[config.mk]
export PLATFORM = sky130hd
export DESIGN_NAME = interupt_priority_arbiter
export DESIGN_NICKNAME = d
export VERILOG_FILES = /design/src/rtl/interupt_priority_arbiter.sv
export SDC_FILE = /design/constraint.sdc
export NUM_CORES = 1
export LEC_CHECK = 0
export CORE_UTILIZATION = 43
export CTS_CLUSTER_SIZE = 8
export DETAILED_ROUTE_END_ITERATION = 10
export PLACE_DENSITY = 0.83
export SLEW_MARGIN = 20
export SYNTH_ARGS = -nofsm -noshare
export SYNTH_HDL_FRONTEND = slang
export SYNTH_SLANG_ARGS = --single-unit
[constraint.sdc]
create_clock -name clk -period 1.63 [get_ports clk]
set_input_delay 0.2445 -clock clk [delete_from_list [all_inputs] [get_ports clk]]
set_output_delay 0.2445 -clock clk [all_outputs]
set_load 0.005 [all_outputs]
[src/rtl/interupt_priority_arbiter.sv]
// interupt_priority_arbiter
// Latches rising edges on NUM_IRQ request lines, applies a software enable
// mask, and issues the highest-priority eligible request (lowest index) as a
// one-cycle pulse with its ISR vector. Only one interrupt is in service at a
// time. Nothing else is issued until return_from_isr is seen.
//
// Ports
//   clk              system clock, rising edge
//   reset            asynchronous active-low reset
//   irq              raw request lines, asynchronous to clk
//   en_we/en_wdata   enable-mask write strobe and data
//   cpu_ready        pipeline can accept a redirect this cycle
//   return_from_isr  pulse: the current ISR has finished
//   interupt_signal  registered one-cycle issue pulse
//   isr_addr         registered vector of the last issued IRQ
//   irq_id           registered index of the last issued IRQ
//   in_service       high while an interrupt is being serviced
//   pending          latched requests
//   enable           current enable mask
`timescale 1ns/1ps

module interupt_priority_arbiter #(
    parameter int unsigned NUM_IRQ    = 8,
    parameter int unsigned ID_W       = 3,
    parameter logic [31:0] VEC_BASE   = 32'h0000_0100,
    parameter logic [31:0] VEC_STRIDE = 32'd4
) (
    input  logic               clk,
    input  logic               reset,
    input  logic [NUM_IRQ-1:0] irq,
    input  logic               en_we,
    input  logic [NUM_IRQ-1:0] en_wdata,
    input  logic               cpu_ready,
    input  logic               return_from_isr,
    output logic               interupt_signal,
    output logic [31:0]        isr_addr,
    output logic [ID_W-1:0]    irq_id,
    output logic               in_service,
    output logic [NUM_IRQ-1:0] pending,
    output logic [NUM_IRQ-1:0] enable
);

    typedef enum logic {
        IDLE       = 1'b0,
        IN_SERVICE = 1'b1
    } state_t;

    state_t             state;
    logic [NUM_IRQ-1:0] s1;
    logic [NUM_IRQ-1:0] s2;
    logic [NUM_IRQ-1:0] prev;

    logic [NUM_IRQ-1:0] rise_c;
    logic [NUM_IRQ-1:0] elig_c;
    logic [ID_W-1:0]    win_id_c;
    logic               issue_c;
    logic [NUM_IRQ-1:0] clr_c;

    // Edge detect, eligibility and fixed-priority winner (lowest index wins)
    always_comb begin
        rise_c   = s2 & ~prev;
        elig_c   = pending & enable;
        win_id_c = '0;
        for (int i = NUM_IRQ - 1; i >= 0; i--) begin
            if (elig_c[i]) begin
                win_id_c = ID_W'(i);
            end
        end
        issue_c = (state == IDLE) && (elig_c != '0) && cpu_ready;
        clr_c   = issue_c ? (NUM_IRQ'(1) << win_id_c) : '0;
    end

    assign in_service = (state == IN_SERVICE);

    // Synchronizers, pending/enable registers, issue FSM and outputs
    always_ff @(posedge clk or negedge reset) begin
        if (!reset) begin
            s1              <= '0;
            s2              <= '0;
            prev            <= '0;
            pending         <= '0;
            enable          <= '0;
            state           <= IDLE;
            interupt_signal <= 1'b0;
            irq_id          <= '0;
            isr_addr        <= '0;
        end else begin
            s1   <= irq;
            s2   <= s1;
            prev <= s2;

            // A new edge on the line being issued keeps its pending bit set
            pending <= (pending & ~clr_c) | rise_c;

            if (en_we) begin
                enable <= en_wdata;
            end

            interupt_signal <= issue_c;
            if (issue_c) begin
                irq_id   <= win_id_c;
                isr_addr <= VEC_BASE + (32'(win_id_c) * VEC_STRIDE);
            end

            case (state)
                IDLE: begin
                    if (issue_c) begin
                        state <= IN_SERVICE;
                    end
                end
                IN_SERVICE: begin
                    if (return_from_isr) begin
                        state <= IDLE;
                    end
                end
                default: state <= IDLE;
            endcase
        end
    end

endmodule

==> flow_summary_export.csv, run 1 <==
group,metric,value,unit
outcome,outcome,"finished clean",
worst_setup_path,cp.required,1.80,ns
finish,fin_util,58.70,%
timing,relSlewSlack,65.62,%
placement,globalplace.congestion,0.7996,
placement,placed_area,2278,um^2
synthesis,ys.flop_type,"dfrtp_1",
timing,timing.final.crit_period,1.560,ns
die,start_util,45.53,%
die,die_w,67.78,um
timing,finalCritPeriodShare,95.72,%
placement,post-dp-hpwl,2292,um
finish,area_delta_synth_final,28.92,%
die,coreArea,4086,um^2
finish,finish.net_count,221,
global_routing,antenna_found_initial,0,
global_routing,grt_remaining_overflow,0,
routing,wire_per_inst,12.24,um
routing,routed_via_density,4.582,
worst_setup_path,crit_fanout,5,
routing,firstDrtPassIters,4,
routing,drtIter0Drc,50,
cts,cts_buffer_depth,2,
flow_run,drv_cap,0,
global_routing,grt_pass1_wl,5147,um
die,core.rowCount,23,
cts,h-tree-depth,2,
finish,final_cells,251,
global_routing,grt_max_degree,26,
timing,finalHoldViolations,0,
power,finalPower,2.626,mW
min_path,min_path_type,"reg2reg",
timing,max_freq,640.9,MHz
routing,vias,1150,
timing,maxSlewViolCount,0,
routing,route.detailed.drc,0,
worst_setup_path,slowest_stage,"dfrtp_1",
synthesis,synth_top_cell_by_area,"dfrtp_1",
global_routing,grt_util_all_layers,15.92,%
worst_setup_path,path_cells,"a22oi_2 > nand3_1 > or4_1 > o22a_1",
finish,final_layout_size_suffix_gt1_share,11.94,%
power,power_density,1095,nW/um^2
worst_setup_path,cp.arrival,1.73,ns
synthesis,ys_seq_elements,46,
timing,setup_slack,0.06976,ns
routing,ant_nets,0,
timing,finClkSkew,0.006453,ns
worst_setup_path,critical_path_class,"reg2reg",
timing,rsz0062_at_grt,"yes",
synthesis,synth.area.top_cells,"dfrtp_1, buf_4, mux2_2",
synthesis,synth_edf_count,0,
placement,portBuffers,45,
worst_setup_path,critPathLaunchType,"register",
die,fp.dieH,67.78,um
power,max-vdd-ir-drop,0.0005042,V
finish,final_common_cell,"dfrtp_1",
die,num_io_pins,74,
synthesis,synthCells,148,
worst_setup_path,critPathMaxStageDelay,0.42,ns
cts,clock_latency,0.29,ns
placement,dp_cells,242,
timing,worst_pin_slew,0.5123,ns
finish,final_area,2399,um^2
synthesis,ys_types,31,
synthesis,yosysSeqAreaShare,61.87,%
finish,layout_common_cells,"dfrtp_1, clkdlybuf4s50_1, conb_1, nand2_1, mux2_2",
cts,numCtsBuffers,5,
die,die-area,4594,um^2
synthesis,synthArstFlopShare,100.0,%
worst_setup_path,endpoint_kind,"register",
global_routing,first_global_vias,1089,
placement,dp_slack,-0.1562,ns
synthesis,syn_area,1861,um^2
synthesis,synth_top_area_share,61.87,%
timing,setup_viol,0,
routing,wl,3072,um
synthesis,ys_warn_count,0,
cts,root_buffer,"clkbuf_8",
cts,cts_tree,"built",
finish,diodes,0,
cts,post_cts_buffers,0,
cts,path_clk_slew,0.08,ns
synthesis,syn-mean-instance-area,12.57,um^2
cts,clock-sinks,46,
power,p_leak,1.060,nW
[area by class of cell]
cell class              instances  area (um^2)
fillers                       363         1688
flip-flops and latches         46         1151
multi-input cells              89        543.0
repair buffers                 51        505.5
clock buffers                   6        72.57
well taps                      50        62.56
clock inverters                 2        37.54
inverters                       7        26.28
[metrics by stage]
| step | hold slack, ns | TNS, ns |
|---|---|---|
| floorplan | -0.05109 | 0 |
| global placement | 0.2426 | -0.2646 |
| detailed placement | 0.2470 | -0.4617 |
| CTS | 0.3541 | 0 |
| global route | 0.3592 | -0.03090 |
| finish | 0.3502 | 0 |
[layer usage]
layer | vias up | share of wire (%) | track usage (%)
li1 | 542 | - | -
met1 | 546 | 40 | 20.26
met2 | 55 | 52 | 25.37
met3 | 7 | 6.3 | 4.730
met4 | 0 | 1.8 | 6.250
met5 | - | 0 | 0
[state kept, by name, indices dropped and copies added, names as in the netlist]
signal / count
irq_id: 2
prev: 8
enable: 8
s2: 8
isr_addr: 2
interupt_signal: 1
in_service: 1
s1: 8
pending: 8
[cell usage after synthesis (2+ instances only)]
cell type and number:
nand3_1 2, nor2b_1 5, and2_1 2, dfrtp_1 46
a221o_1 2, buf_4 31, inv_1 7, o21ai_0 4
mux2_2 8, a21oi_1 7, a22oi_4 2, nand2_1 12
a32oi_1 2
[worst max-delay path: cells and delay by family, from the launching register on]
| kind | cells | cell delay [ns] |
|---|---|---|
| simple gates | 2 | 0.54 |
| compound gates | 2 | 0.49 |
| flops | 1 | 0.42 |
[power breakdown]
group / internal [mW] / leakage (nW) / total, mW / switching [mW]
Combinational: 0.301 / 0.493 / 0.488 / 0.187
Sequential: 1.24 / 0.516 / 1.33 / 0.0926
Clock: 0.457 / 0.0514 / 0.805 / 0.348
[path summary, 6_finish.rpt]
kind                               to  slack (ns)  cells past startpoint  startpoint
max reg2reg                pending[6]        0.07                      4  pending[1]
min in group asynchronous       s2[2]        0.47                      2       reset
max in group asynchronous     prev[2]        0.66                      3       reset
max                        pending[6]        0.07                      4  pending[1]
min                             s2[1]        0.35                      0       s1[1]
min reg2reg                     s2[1]        0.35                      0       s1[1]
[cell families after synthesis]
| kind of cell | after synthesis | synth area share, % |
|---|---|---|
| compound gates | 25 | 10.76 |
| other cells | 1 | 0.2016 |
| flops | 46 | 61.87 |
| mux | 9 | 5.447 |
| buf+inv | 40 | 14.39 |
| simple gates | 27 | 7.331 |
[what timing repair did]
| item | 4_1_cts | 5_1_grt |
|---|---|---|
| hold buffers | 1 | 0 |
| endpoints found under the hold margin | 21 | 0 |
| setup endpoints to repair | 0 | 1 |
| gates resized for setup | 0 | 0 |
No activity file was read; power rests on OpenSTA's default activity.
==> run 2: changes to the inputs <==
- PLACE_DENSITY: 0.83 -> 0.84
==> run 2 against run 1 <==
Against the previous run:
- clock-buffer cell count stayed put
- design area is 0.16% lower
- highest routed layer unchanged
- largest cell class unchanged
- clock skew grew 0.00052 ns
==> flow_summary_export.csv, run 2 (synthesis gave the netlist of run 1 again) <==
group,metric,value,unit
outcome,outcome,"finished clean",
routing,vias,1157,
routing,drtIter0Drc,52,
timing,worst_pin_slew,0.5398,ns
worst_setup_path,critPathLaunchType,"register",
global_routing,first_global_vias,1126,
timing,max_freq,637.3,MHz
finish,finish.net_count,222,
cts,cts_tree,"built",
worst_setup_path,endpoint_kind,"primary output",
power,switching_share,24.62,%
timing,finalCritPeriodShare,96.27,%
cts,path_clk_slew,0.08,ns
routing,route.detailed.drc,0,
min_path,min_path_type,"in2async",
die,num_io_pins,74,
timing,setup_slack,0.06078,ns
finish,final_layout_size_suffix_gt1_share,13.37,%
routing,wl_met2,1587,um
timing,rsz0062_at_grt,"no",
finish,layout_common_cells,"dfrtp_1, clkdlybuf4s50_1, conb_1, nand2_1, mux2_2",
finish,area_delta_synth_final,28.72,%
power,seqPwrFrac,50.2,%
worst_setup_path,path_cells,"clkdlybuf4s50_1",
cts,numCtsBuffers,5,
power,finalPower,2.652,mW
finish,final_area,2395,um^2
worst_setup_path,crit_fanout,5,
worst_setup_path,critical_path_class,"reg2out",
worst_setup_path,slowest_stage,"clkdlybuf4s50_1",
worst_setup_path,critPathMaxStageDelay,0.56,ns
worst_setup_path,crit_family,"buffers and inverters",
worst_setup_path,rr_startpoint,"pending[2]",
routing,wl,3128,um
cts,cts_buffer_depth,2,
power,internal-power,1.999,mW
worst_setup_path,cp.required,1.39,ns
power,p_sw,0.6530,mW
routing,ant_nets,0,
worst_setup_path,critPathBufInv,1,
power,clock_power_share,31.0,%
die,die_w,67.78,um
routing,wire_per_inst,12.41,um
timing,finalHoldViolations,0,
global_routing,grt_max_degree,47,
placement,placed_area,2281,um^2
finish,diodes,0,
timing,setup_viol,0,
timing,timing.final.crit_period,1.569,ns
finish,final_cells,252,
power,power_density,1107,nW/um^2
placement,dp_cells,244,
routing,firstDrtPassIters,4,
cts,clock-sinks,46,
die,coreArea,4086,um^2
routing,routed.top_layer,"met4",
global_routing,antenna_found_initial,0,
timing,maxSlewViolCount,0,
routing,routed_via_density,4.591,
die,fp.dieH,67.78,um
timing,relSlewSlack,64.01,%
placement,portBuffers,45,
routing,wl_met3,201,um
cts,clock_latency,0.30,ns
power,p_leak,1.061,nW
power,max-vdd-ir-drop,0.0006647,V
power,combinationalPowerShare,18.7,%
timing,finClkSkew,0.006972,ns
flow_run,drv_cap,0,
finish,final_common_cell,"dfrtp_1",
routing,drt-met1-wl,1297,um
placement,dp_slack,-0.1820,ns
die,start_util,45.53,%
cts,cts_hold_buf,0,
global_routing,grt_util_all_layers,15.98,%
worst_setup_path,cp.arrival,1.32,ns
global_routing,grt_pass1_wl,5057,um
placement,post-dp-hpwl,2264,um
global_routing,grt_remaining_overflow,0,
placement,globalplace.congestion,0.8243,
cts,h-tree-depth,2,
worst_setup_path,cp-startpoint,"pending[3]",
die,core.rowCount,23,
cts,root_buffer,"clkbuf_8",
die,die-area,4594,um^2
-- run 2: changes by cell type in the layout (fill, tap and decap cells not counted), sizes merged --
| cell | change |
|---|---|
| buf | +2 |
| dlygate4sd3 | -1 |
-- run 2: final cells by class --
type | count | area (um^2)
inverter | 7 | 26.28
clock inverter | 2 | 37.54
timing repair buffer | 52 | 498.0
sequential | 46 | 1151
tap | 50 | 62.56
multi-input combinational | 89 | 546.8
fill | 364 | 1692
clock buffer | 6 | 72.57
-- run 2: layer usage --
metal	vias to the layer above	GRT usage [%]
met1	558	18.03
met5	-	0
met2	52	27.10
met4	0	6.250
met3	6	6.081
li1	541	-
-- run 2: path summary, 6_finish.rpt --
path	slack, ns	cells past startpoint	end
min reg2reg	0.35	0	s2[7]
min in group clk	0.35	0	s2[7]
max reg2reg	0.06	4	pending[6]
min	0.01	2	pending[0]
max	0.06	1	pending[3]
max in group asynchronous	1.25	2	s2[5]
-- run 2: through the flow --
stage	hold WS, ns	utilization [%]	setup TNS (ns)
2_1_floorplan	-0.05109	-	0
3_3_place_gp	0.3332	55.82	-0.2958
3_5_place_dp	0.3347	55.82	-0.6474
4_1_cts	0.03539	58.51	0
5_1_grt	0.05861	58.60	0
6_report	0.01372	58.60	0
-- run 2: repair_timing --
| item | CTS | global route |
|---|---|---|
| setup endpoints to repair | 0 | 3 |
| setup buffers | 0 | 0 |
| resized for setup | 0 | 1 |
-- run 2: power groups by stage --
stage	Sequential, mW	Combinational, mW	Clock, mW
global placement	1.35	0.480	0
floorplan	1.34	0.259	0
CTS	1.33	0.496	0.841
global route	1.35	0.552	0.901
detailed placement	1.36	0.494	0
finish	1.33	0.497	0.822
==> run 3: changes to the inputs <==
- CORE_ASPECT_RATIO: default -> 1.4
==> run 3 against run 2 <==
Against the previous run:
- the run now ends with DRC left
- global-route usage fell by 0.49 points
- clock skew fell by 0.0029 ns
- critical endpoint is now pending[6]
- hold slack improved by 0.34 ns
- total power fell by 4.3%
- via count rose by 4.2%
- maximum frequency rose by 0.71%
- critical path depth rose by 3
- combinational power rose by 1%
- cell count fell by 2.4%
- sequential power barely moved
- clock-buffer cell count did not move
==> flow_summary_export.csv, run 3 (synthesis gave the netlist of run 1 again) <==
group,metric,value,unit
power,finalPower,2.538,mW
worst_setup_path,critical_path_class,"reg2reg",
global_routing,grt_remaining_overflow,0,
timing,fin_setup_tns,0,ns
timing,max_freq,641.8,MHz
timing,finalHoldViolations,0,
global_routing,grt_pass1_wl,5223,um
routing,drtIter0Drc,52,
worst_setup_path,cp.arrival,1.75,ns
placement,post-dp-hpwl,2383,um
cts,root_buffer,"clkbuf_8",
placement,globalplace.congestion,0.8372,
routing,route.detailed.drc,7,
finish,final_cells,246,
die,die-area,4598,um^2
cts,post_cts_buffers,0,
placement,portBuffers,45,
finish,layout_common_cells,"dfrtp_1, clkdlybuf4s50_1, conb_1, nand2_1, mux2_2",
global_routing,grt_max_degree,29,
worst_setup_path,path_cells,"a22oi_2 > nand3_1 > or4_1 > o22a_1",
cts,cts_tree,"built",
timing,rsz0062_at_grt,"no",
power,p_leak,1.065,nW
flow_run,drv_cap,0,
worst_setup_path,r2r_setup_slack,0.07,ns
die,coreArea,4054,um^2
timing,holdWs,0.3522,ns
finish,num-fill-cells,336,
timing,worst_pin_slew,0.5460,ns
power,max-vdd-ir-drop,0.0005916,V
worst_setup_path,endpoint_kind,"register",
timing,setup_slack,0.07183,ns
cts,clock_latency,0.29,ns
timing,relSlewSlack,63.36,%
global_routing,grt_util_all_layers,15.49,%
die,num_io_pins,74,
finish,final_layout_size_suffix_gt1_share,13.30,%
worst_setup_path,rr_startpoint,"pending[1]",
min_path,min_path_type,"reg2reg",
worst_setup_path,cp.required,1.82,ns
routing,wl,3205,um
global_routing,first_global_vias,1135,
finish,finish.net_count,223,
timing,maxSlewViolCount,0,
min_path,holdPathEnd,"s2[1]",
routing,firstDrtPassIters,7,
finish,diodes,0,
worst_setup_path,critPathLaunchType,"register",
routing,ant_nets,0,
placement,dp_cells,237,
placement,placed_area,2285,um^2
finish,area_delta_synth_final,28.45,%
finish,final_common_cell,"dfrtp_1",
cts,cts_buffer_depth,2,
die,die_w,57.60,um
worst_setup_path,crit_family,"simple AND/OR/NAND/NOR gates",
min_path,min_from,"s1[1]",
worst_setup_path,critPathBufInv,0,
global_routing,antenna_found_initial,0,
worst_setup_path,crit_fanout,5,
routing,vias,1206,
outcome,failed_checks,"DRC",
cts,clock-sinks,46,
power,power_density,1062,nW/um^2
cts,path_clk_slew,0.08,ns
outcome,outcome,"finished, violations left",
min_path,min_delay_path_depth,0,
placement,dp_slack,-0.1424,ns
timing,timing.final.crit_period,1.558,ns
timing,finalCritPeriodShare,95.59,%
timing,finClkSkew,0.004054,ns
cts,h-tree-depth,2,
routing,routed_via_density,4.902,
finish,fin_util,58.95,%
worst_setup_path,worstReg2RegEnd,"pending[6]",
worst_setup_path,critPathMaxStageDelay,0.42,ns
cts,numCtsBuffers,5,
worst_setup_path,slowest_stage,"dfrtp_1",
die,core.rowCount,27,
die,start_util,45.90,%
timing,setup_viol,0,
worst_setup_path,reg2reg_depth,4,
routing,wire_per_inst,13.03,um
finish,final_area,2390,um^2
die,fp.dieH,79.83,um
## run 3: cell type report
class	count	area (um^2)	area share (%)
Clock buffer	6	82.58	3.456
Clock inverter	2	12.51	0.5236
Tap cell	43	53.80	2.251
Multi-Input combinational cell	89	543.0	22.72
Inverter	7	26.28	1.099
Sequential cell	46	1151	48.17
Timing Repair Buffer	53	520.5	21.78
## run 3: worst max-delay path by stage
| stage | startpoint | end | slack [ns] | depth (start not counted) |
|---|---|---|---|---|
| after detailed placement | cpu_ready | pending[6] | -0.14 | 5 |
| final | pending[1] | pending[6] | 0.07 | 4 |
| after global routing | pending[2] | pending[2] | 0.003 | 1 |
| after floorplan | pending[5] | pending[6] | 0.18 | 3 |
| after global placement | cpu_ready | pending[6] | -0.07 | 5 |
| after CTS | enable[3] | enable[3] | 0.06 | 1 |
## run 3: per-layer routing
| layer | vias up | global-route usage, % | share of wire, % |
|---|---|---|---|
| met5 | - | 0 | 0 |
| met4 | 0 | 6.585 | 2.0 |
| met3 | 9 | 5.348 | 8.3 |
| met2 | 73 | 27.33 | 52 |
| met1 | 579 | 16.45 | 38 |
| li1 | 545 | - | - |
## run 3: power by group
group          leakage [nW]  total [mW]  switching, mW  internal, mW
clock network        0.0472       0.704          0.364         0.340
registers             0.516        1.33         0.0918          1.24
logic                 0.502       0.502          0.196         0.306
## run 3: timing repair
action,4_1_cts,5_1_grt
endpoints found under the hold margin,18,0
hold buffers,1,0
gates resized for setup,0,0
